[src/rtl/usart_pkg.sv]
// Shared types and defaults for the USART transmit scheduler.
package usart_pkg;

    localparam int BYTE_W         = 8;
    localparam int GID_W          = 3;
    localparam int DEF_NREQ       = 4;
    localparam int DEF_GAP_CYCLES = 2;
    localparam int DEF_TIMEOUT    = 1024;

    typedef enum logic [2:0] {
        ST_IDLE,
        ST_LOAD,
        ST_WAIT_BUSY,
        ST_WAIT_DONE,
        ST_GAP
    } state_t;

endpackage

[src/rtl/rr_arbiter.sv]
// Round-robin requester selection: the first pending request at or after ptr wins.
module rr_arbiter
    import usart_pkg::*;
#(
    parameter int NREQ = DEF_NREQ
) (
    input  logic [NREQ-1:0]  req,
    input  logic [GID_W-1:0] ptr,
    output logic [NREQ-1:0]  grant,
    output logic [GID_W-1:0] index,
    output logic             any
);

    localparam int IW = (NREQ > 1) ? $clog2(NREQ) : 1;

    function automatic int rr_pos(input int base, input int off);
        int s;
        s = base + off;
        return (s >= NREQ) ? s - NREQ : s;
    endfunction

    logic [IW-1:0] pos;

    always_comb begin
        grant = '0;
        index = '0;
        any   = 1'b0;
        pos   = '0;
        for (int k = 0; k < NREQ; k++) begin
            pos = IW'(rr_pos(int'(ptr), k));
            if (!any && req[pos]) begin
                any        = 1'b1;
                grant[pos] = 1'b1;
                index      = GID_W'(pos);
            end
        end
    end

endmodule

[src/rtl/usart_tx_scheduler.sv]
// Shares one USART transmitter among NREQ byte requesters, with frame timeout
// supervision and a fixed idle gap between frames.
module usart_tx_scheduler
    import usart_pkg::*;
#(
    parameter int NREQ       = DEF_NREQ,
    parameter int GAP_CYCLES = DEF_GAP_CYCLES,
    parameter int TIMEOUT    = DEF_TIMEOUT
) (
    input  logic                   CLK,
    input  logic                   CLR,
    input  logic [NREQ-1:0]        req_valid,
    input  logic [BYTE_W*NREQ-1:0] req_data,
    output logic [NREQ-1:0]        req_ready,
    output logic [BYTE_W-1:0]      tx_data,
    output logic                   tx_load,
    input  logic                   tx_busy,
    input  logic                   tx_done,
    output logic [GID_W-1:0]       grant_id,
    output logic                   active,
    output logic                   timeout_err,
    input  logic                   err_clr
);

    localparam int TW = $clog2(TIMEOUT + 1);

    state_t              state_q;
    logic [GID_W-1:0]    ptr_q, ptr_d;
    logic [TW-1:0]       to_cnt_q, to_cnt_d;
    logic [3:0]          gap_cnt_q, gap_cnt_d;
    logic [NREQ-1:0]     req_ready_q;
    logic [BYTE_W-1:0]   tx_data_q;
    logic                tx_load_q;
    logic [GID_W-1:0]    grant_id_q;
    logic                active_q;
    logic                err_q;

    logic [NREQ-1:0]     arb_grant;
    logic [GID_W-1:0]    arb_index;
    logic                arb_any;
    logic [BYTE_W-1:0]   sel_byte;
    logic                to_hit;
    logic                gap_done;

    rr_arbiter #(.NREQ(NREQ)) u_arb (
        .req   (req_valid),
        .ptr   (ptr_q),
        .grant (arb_grant),
        .index (arb_index),
        .any   (arb_any)
    );

    always_comb begin
        sel_byte = '0;
        for (int i = 0; i < NREQ; i++) begin
            if (arb_grant[i]) sel_byte = req_data[i*BYTE_W +: BYTE_W];
        end
    end

    // Both counters saturate so a stuck transmitter can never wrap them back to zero.
    always_comb begin
        ptr_d     = (arb_index == GID_W'(NREQ - 1)) ? '0 : arb_index + 1'b1;
        to_cnt_d  = (to_cnt_q == TW'(TIMEOUT)) ? to_cnt_q : to_cnt_q + 1'b1;
        gap_cnt_d = (gap_cnt_q == 4'hF) ? gap_cnt_q : gap_cnt_q + 1'b1;
        to_hit    = (to_cnt_q >= TW'(TIMEOUT - 1));
        gap_done  = (({1'b0, gap_cnt_q} + 5'd1) >= 5'(GAP_CYCLES));
    end

    always_ff @(posedge CLK) begin
        if (CLR) begin
            state_q     <= ST_IDLE;
            ptr_q       <= '0;
            to_cnt_q    <= '0;
            gap_cnt_q   <= '0;
            req_ready_q <= '0;
            tx_data_q   <= '0;
            tx_load_q   <= 1'b0;
            grant_id_q  <= '0;
            active_q    <= 1'b0;
            err_q       <= 1'b0;
        end else begin
            req_ready_q <= '0;
            tx_load_q   <= 1'b0;
            if (err_clr) err_q <= 1'b0;

            case (state_q)
                ST_IDLE: begin
                    if (arb_any) begin
                        req_ready_q <= arb_grant;
                        tx_data_q   <= sel_byte;
                        grant_id_q  <= arb_index;
                        ptr_q       <= ptr_d;
                        active_q    <= 1'b1;
                        state_q     <= ST_LOAD;
                    end
                end
                ST_LOAD: begin
                    tx_load_q <= 1'b1;
                    to_cnt_q  <= '0;
                    state_q   <= ST_WAIT_BUSY;
                end
                ST_WAIT_BUSY, ST_WAIT_DONE: begin
                    to_cnt_q <= to_cnt_d;
                    // A completed frame outranks a timeout landing on the same clock.
                    if (tx_done) begin
                        gap_cnt_q <= '0;
                        state_q   <= ST_GAP;
                    end else if (to_hit) begin
                        if (!err_clr) err_q <= 1'b1;
                        gap_cnt_q <= '0;
                        state_q   <= ST_GAP;
                    end else if (state_q == ST_WAIT_BUSY && tx_busy) begin
                        state_q <= ST_WAIT_DONE;
                    end
                end
                ST_GAP: begin
                    if (gap_done) begin
                        active_q <= 1'b0;
                        state_q  <= ST_IDLE;
                    end else begin
                        gap_cnt_q <= gap_cnt_d;
                    end
                end
                default: state_q <= ST_IDLE;
            endcase
        end
    end

    assign req_ready   = req_ready_q;
    assign tx_data     = tx_data_q;
    assign tx_load     = tx_load_q;
    assign grant_id    = grant_id_q;
    assign active      = active_q;
    assign timeout_err = err_q;

endmodule

[config.mk]
export PLATFORM = sky130hd
export DESIGN_NAME = usart_tx_scheduler
export DESIGN_NICKNAME = d
export VERILOG_FILES = /design/src/rtl/usart_pkg.sv /design/src/rtl/rr_arbiter.sv /design/src/rtl/usart_tx_scheduler.sv
export SDC_FILE = /design/constraint.sdc
export NUM_CORES = 1
export LEC_CHECK = 0
export ABC_AREA = 1
export CAP_MARGIN = 30
export CELL_PAD_IN_SITES_DETAIL_PLACEMENT = 1
export CELL_PAD_IN_SITES_GLOBAL_PLACEMENT = 2
export CORE_MARGIN = 2
export CORE_UTILIZATION = 27
export CTS_CLUSTER_SIZE = 40
export DETAILED_ROUTE_END_ITERATION = 8
export GPL_ROUTABILITY_DRIVEN = 0
export PLACE_DENSITY = 0.78
export RECOVER_POWER = 25
export SKIP_LAST_GASP = 1
export SLEW_MARGIN = 15
export SYNTH_ARGS = -nofsm -noshare
export SYNTH_HDL_FRONTEND = slang
export SYNTH_SLANG_ARGS = --single-unit
[constraint.sdc]
create_clock -name CLK -period 2.7 [get_ports CLK]
set_input_delay 0.54 -clock CLK [delete_from_list [all_inputs] [get_ports CLK]]
set_output_delay 0.54 -clock CLK [all_outputs]
set_load 0.005 [all_outputs]
==> flow_metrics.env <==
export IMPL_dr_first_iter_drc_count=48
export IMPL_synth_seq_cells=37
export IMPL_cts_buffers=5
export IMPL_fin_skew_ns=0.0125
export IMPL_timing_fmax_mhz=424
export IMPL_period_minus_slack_ns=2.36
export IMPL_synth_compound_area_share=0.204
export IMPL_outcome="finished, final reports clean"
export IMPL_hpwlAfterDp_mm=5.59
export IMPL_busiest_layer="met2"
export IMPL_drc_errors=0
export IMPL_cp_max_fo=9
export IMPL_synth_xor_xnor_area_share=0.00724
export IMPL_final_hold_viol_count=0
export IMPL_grt_use_met2=0.233
export IMPL_cts_tree="yes"
export IMPL_layout_common_cells="63 x nand2_1, 50 x clkdlybuf4s50_1, 37 x dfxtp_1"
export IMPL_layout_nets=456
export IMPL_cts_max_level=2
export IMPL_antenna_found_initial=0
export IMPL_syn_area_um2=2420
export IMPL_grt_max_degree=17
export IMPL_portBuffers=57
export IMPL_grt_pass1_wl_mm=11.5
export IMPL_overflow=0
export IMPL_dp_cells=504
export IMPL_dr_pass1_iters=4
export IMPL_grtUsageMet1=0.187
export IMPL_p_comb_frac=0.615
export IMPL_cts_buffer_depth=2
export IMPL_rsz0062_at_grt="no"
export IMPL_power_switching_share=0.473
export IMPL_cp_end_kind="flop"
export IMPL_ir_worst_vdd_v=0.000349
export IMPL_die_w_um=98.7
export IMPL_syn_avg_cell_area_um2=7.12
export IMPL_synthCells=340
export IMPL_required_ns=2.88
export IMPL_pwr_share_seq=0.234
export IMPL_die_h_um=98.7
export IMPL_num_antenna_cells=0
export IMPL_grt_pass1_vias=2437
export IMPL_placed_area_um2=3110
export IMPL_crit_type="reg -> reg"
export IMPL_fin_tns_setup_ns=0
export IMPL_cts_sinks=37
export IMPL_synth_mux_area_frac=0
export IMPL_p_int_w=0.00164
export IMPL_grt_usage=0.145
export IMPL_min_period_over_period=0.873
export IMPL_grtUsageMet3=0.0518
export IMPL_synthDistinctLibCells=35
export IMPL_synth_edf_count=0
export IMPL_final_common_cell="nand2_1"
export IMPL_insertion_delay_ns=0.29
export IMPL_cp_arrival_ns=2.54
export IMPL_finalSetupViolCount=0
export IMPL_area_growth_pct=32.5
export IMPL_pre_cts_ws_ns=0.165
export IMPL_p_sw_w=0.00148
export IMPL_clkPwrFrac=0.151
export IMPL_dominantRegCellSynth="dfxtp_1"
export IMPL_path_clk_slew_ns=0.08
export IMPL_drive_gt1_frac=0.149
export IMPL_placeableCoreArea_um2=8720
export IMPL_ant_nets=0
export IMPL_async_flop_share=0
export IMPL_p_per_area_nw_per_um2=973
export IMPL_critPathLaunchType="flop"
export IMPL_rows=34
export IMPL_ios=59
export IMPL_cpPeakStageDelay_ns=0.42
export IMPL_cts_setup_buffers=0
export IMPL_syn_nets=393
export IMPL_routedWlPerCell_um=13.5
export IMPL_fin_cells=511
export IMPL_synth_top_family_by_area="simple AND/OR/NAND/NOR gates"
export IMPL_cp_cell_sequence="inv_6 > ha_1 > inv_1 > nand3_1 > nand2_2 > nand2_4 > nor2_8 > nand2_4 > inv_2 > nand2_1 > o211ai_1 > ha_1 > o21ai_0 > a21oi_1"
export IMPL_postCtsHoldBufs=0
export IMPL_routed_wl_mm=6.88
export IMPL_cts_resized=0
export IMPL_hp_class="reg -> reg"
export IMPL_synth_simple_area_share=0.331
export IMPL_design_area_um2=3210
export IMPL_slowest_stage="dfxtp_1"
export IMPL_leakage_nw=1.36
export IMPL_synth_adder_area_share=0.0620
export IMPL_drv_slew=0
export IMPL_start_util=0.277
export IMPL_cts_root_buf="clkbuf_8"
export IMPL_ys_warnings_count=0
export IMPL_cap_violations=0
export IMPL_synth_seq_area_share=0.306
export IMPL_setup_slack_ns=0.342
export IMPL_via_per_inst=4.61
export IMPL_vias=2357
export IMPL_dieArea_um2=9740
## path summary, 6_finish.rpt
check	from	to	slack, ns	cells past startpoint
hold / removal	active	active	0.48	2
setup / recovery	ptr_q[0]	ptr_q[1]	0.34	14
hold reg to reg	active	active	0.48	2
setup reg to reg	ptr_q[0]	ptr_q[1]	0.34	14
## stage by stage
step	hold WS, ns	total power (W)	util
after detailed placement	0.481	0.00270	0.356
after global placement	0.477	0.00267	0.356
after floorplan	0.458	0.00215	-
after global routing	0.534	0.00344	0.368
after CTS	0.497	0.00319	0.368
final	0.485	0.00312	0.368
## cell type report
class / instances / area (um2)
multi-input cells: 258 / 1470
well taps: 108 / 135
flip-flops and latches: 37 / 741
clock buffers: 5 / 68.8
repair buffers: 63 / 612
inverters: 38 / 150
clock inverters: 2 / 35.0
fillers: 1091 / 5510
## cells by family (layout without fill, tap and decap cells)
kind of cell               count (synthesis)  after routing
buffers and inverters                     45            108
other                                      1              1
xor gates and xnor gates                   2              2
AOI/OAI and AO/OA                         81             81
adders and majority gates                 12             12
and+or+nand+nor                          162            162
DFF                                       37             37
## critical path, delay by kind of cell (launching register included)
family | cells | cell delay [ns]
AOI/OAI and AO/OA | 3 | 0.32
adders and majority gates | 2 | 0.64
buffers and inverters | 3 | 0.31
DFF | 1 | 0.42
and+or+nand+nor | 6 | 0.55
## metal layers
metal  routed length (um)  part of all wire
met5                    0                 0
met4                   63            0.0092
met3                  462             0.067
met2                 3130              0.46
met1                 3220              0.47
## cells in the mapped netlist, types with 6 or more instances
master	instances	area, um2
o21ai_0	22	110
a21oi_1	34	170
nand3_1	26	130
nor2_1	34	128
nand2_4	6	67.6
inv_1	33	124
nor3_1	8	40.0
a21oi_2	16	140
nand2_2	13	81.3
nand2_1	63	236
dfxtp_1	37	741
ha_1	12	150
## flip-flops by register name, indices dropped and copies added, names as in the netlist
signal and flops:
to_cnt_q 11, tx_data 8, gap_cnt_q 4, req_ready 4, state_q 3, grant_id 2
ptr_q 2, active 1, timeout_err 1, tx_load 1
## power groups by stage
stage	registers (W)	logic [W]	clock network (W)
floorplan	0.000749	0.00140	0
global placement	0.000742	0.00193	0
detailed placement	0.000744	0.00195	0
CTS	0.000734	0.00197	0.000488
global route	0.000749	0.00218	0.000506
finish	0.000730	0.00192	0.000472
Note: power is estimated with default switching activity, not from simulation.
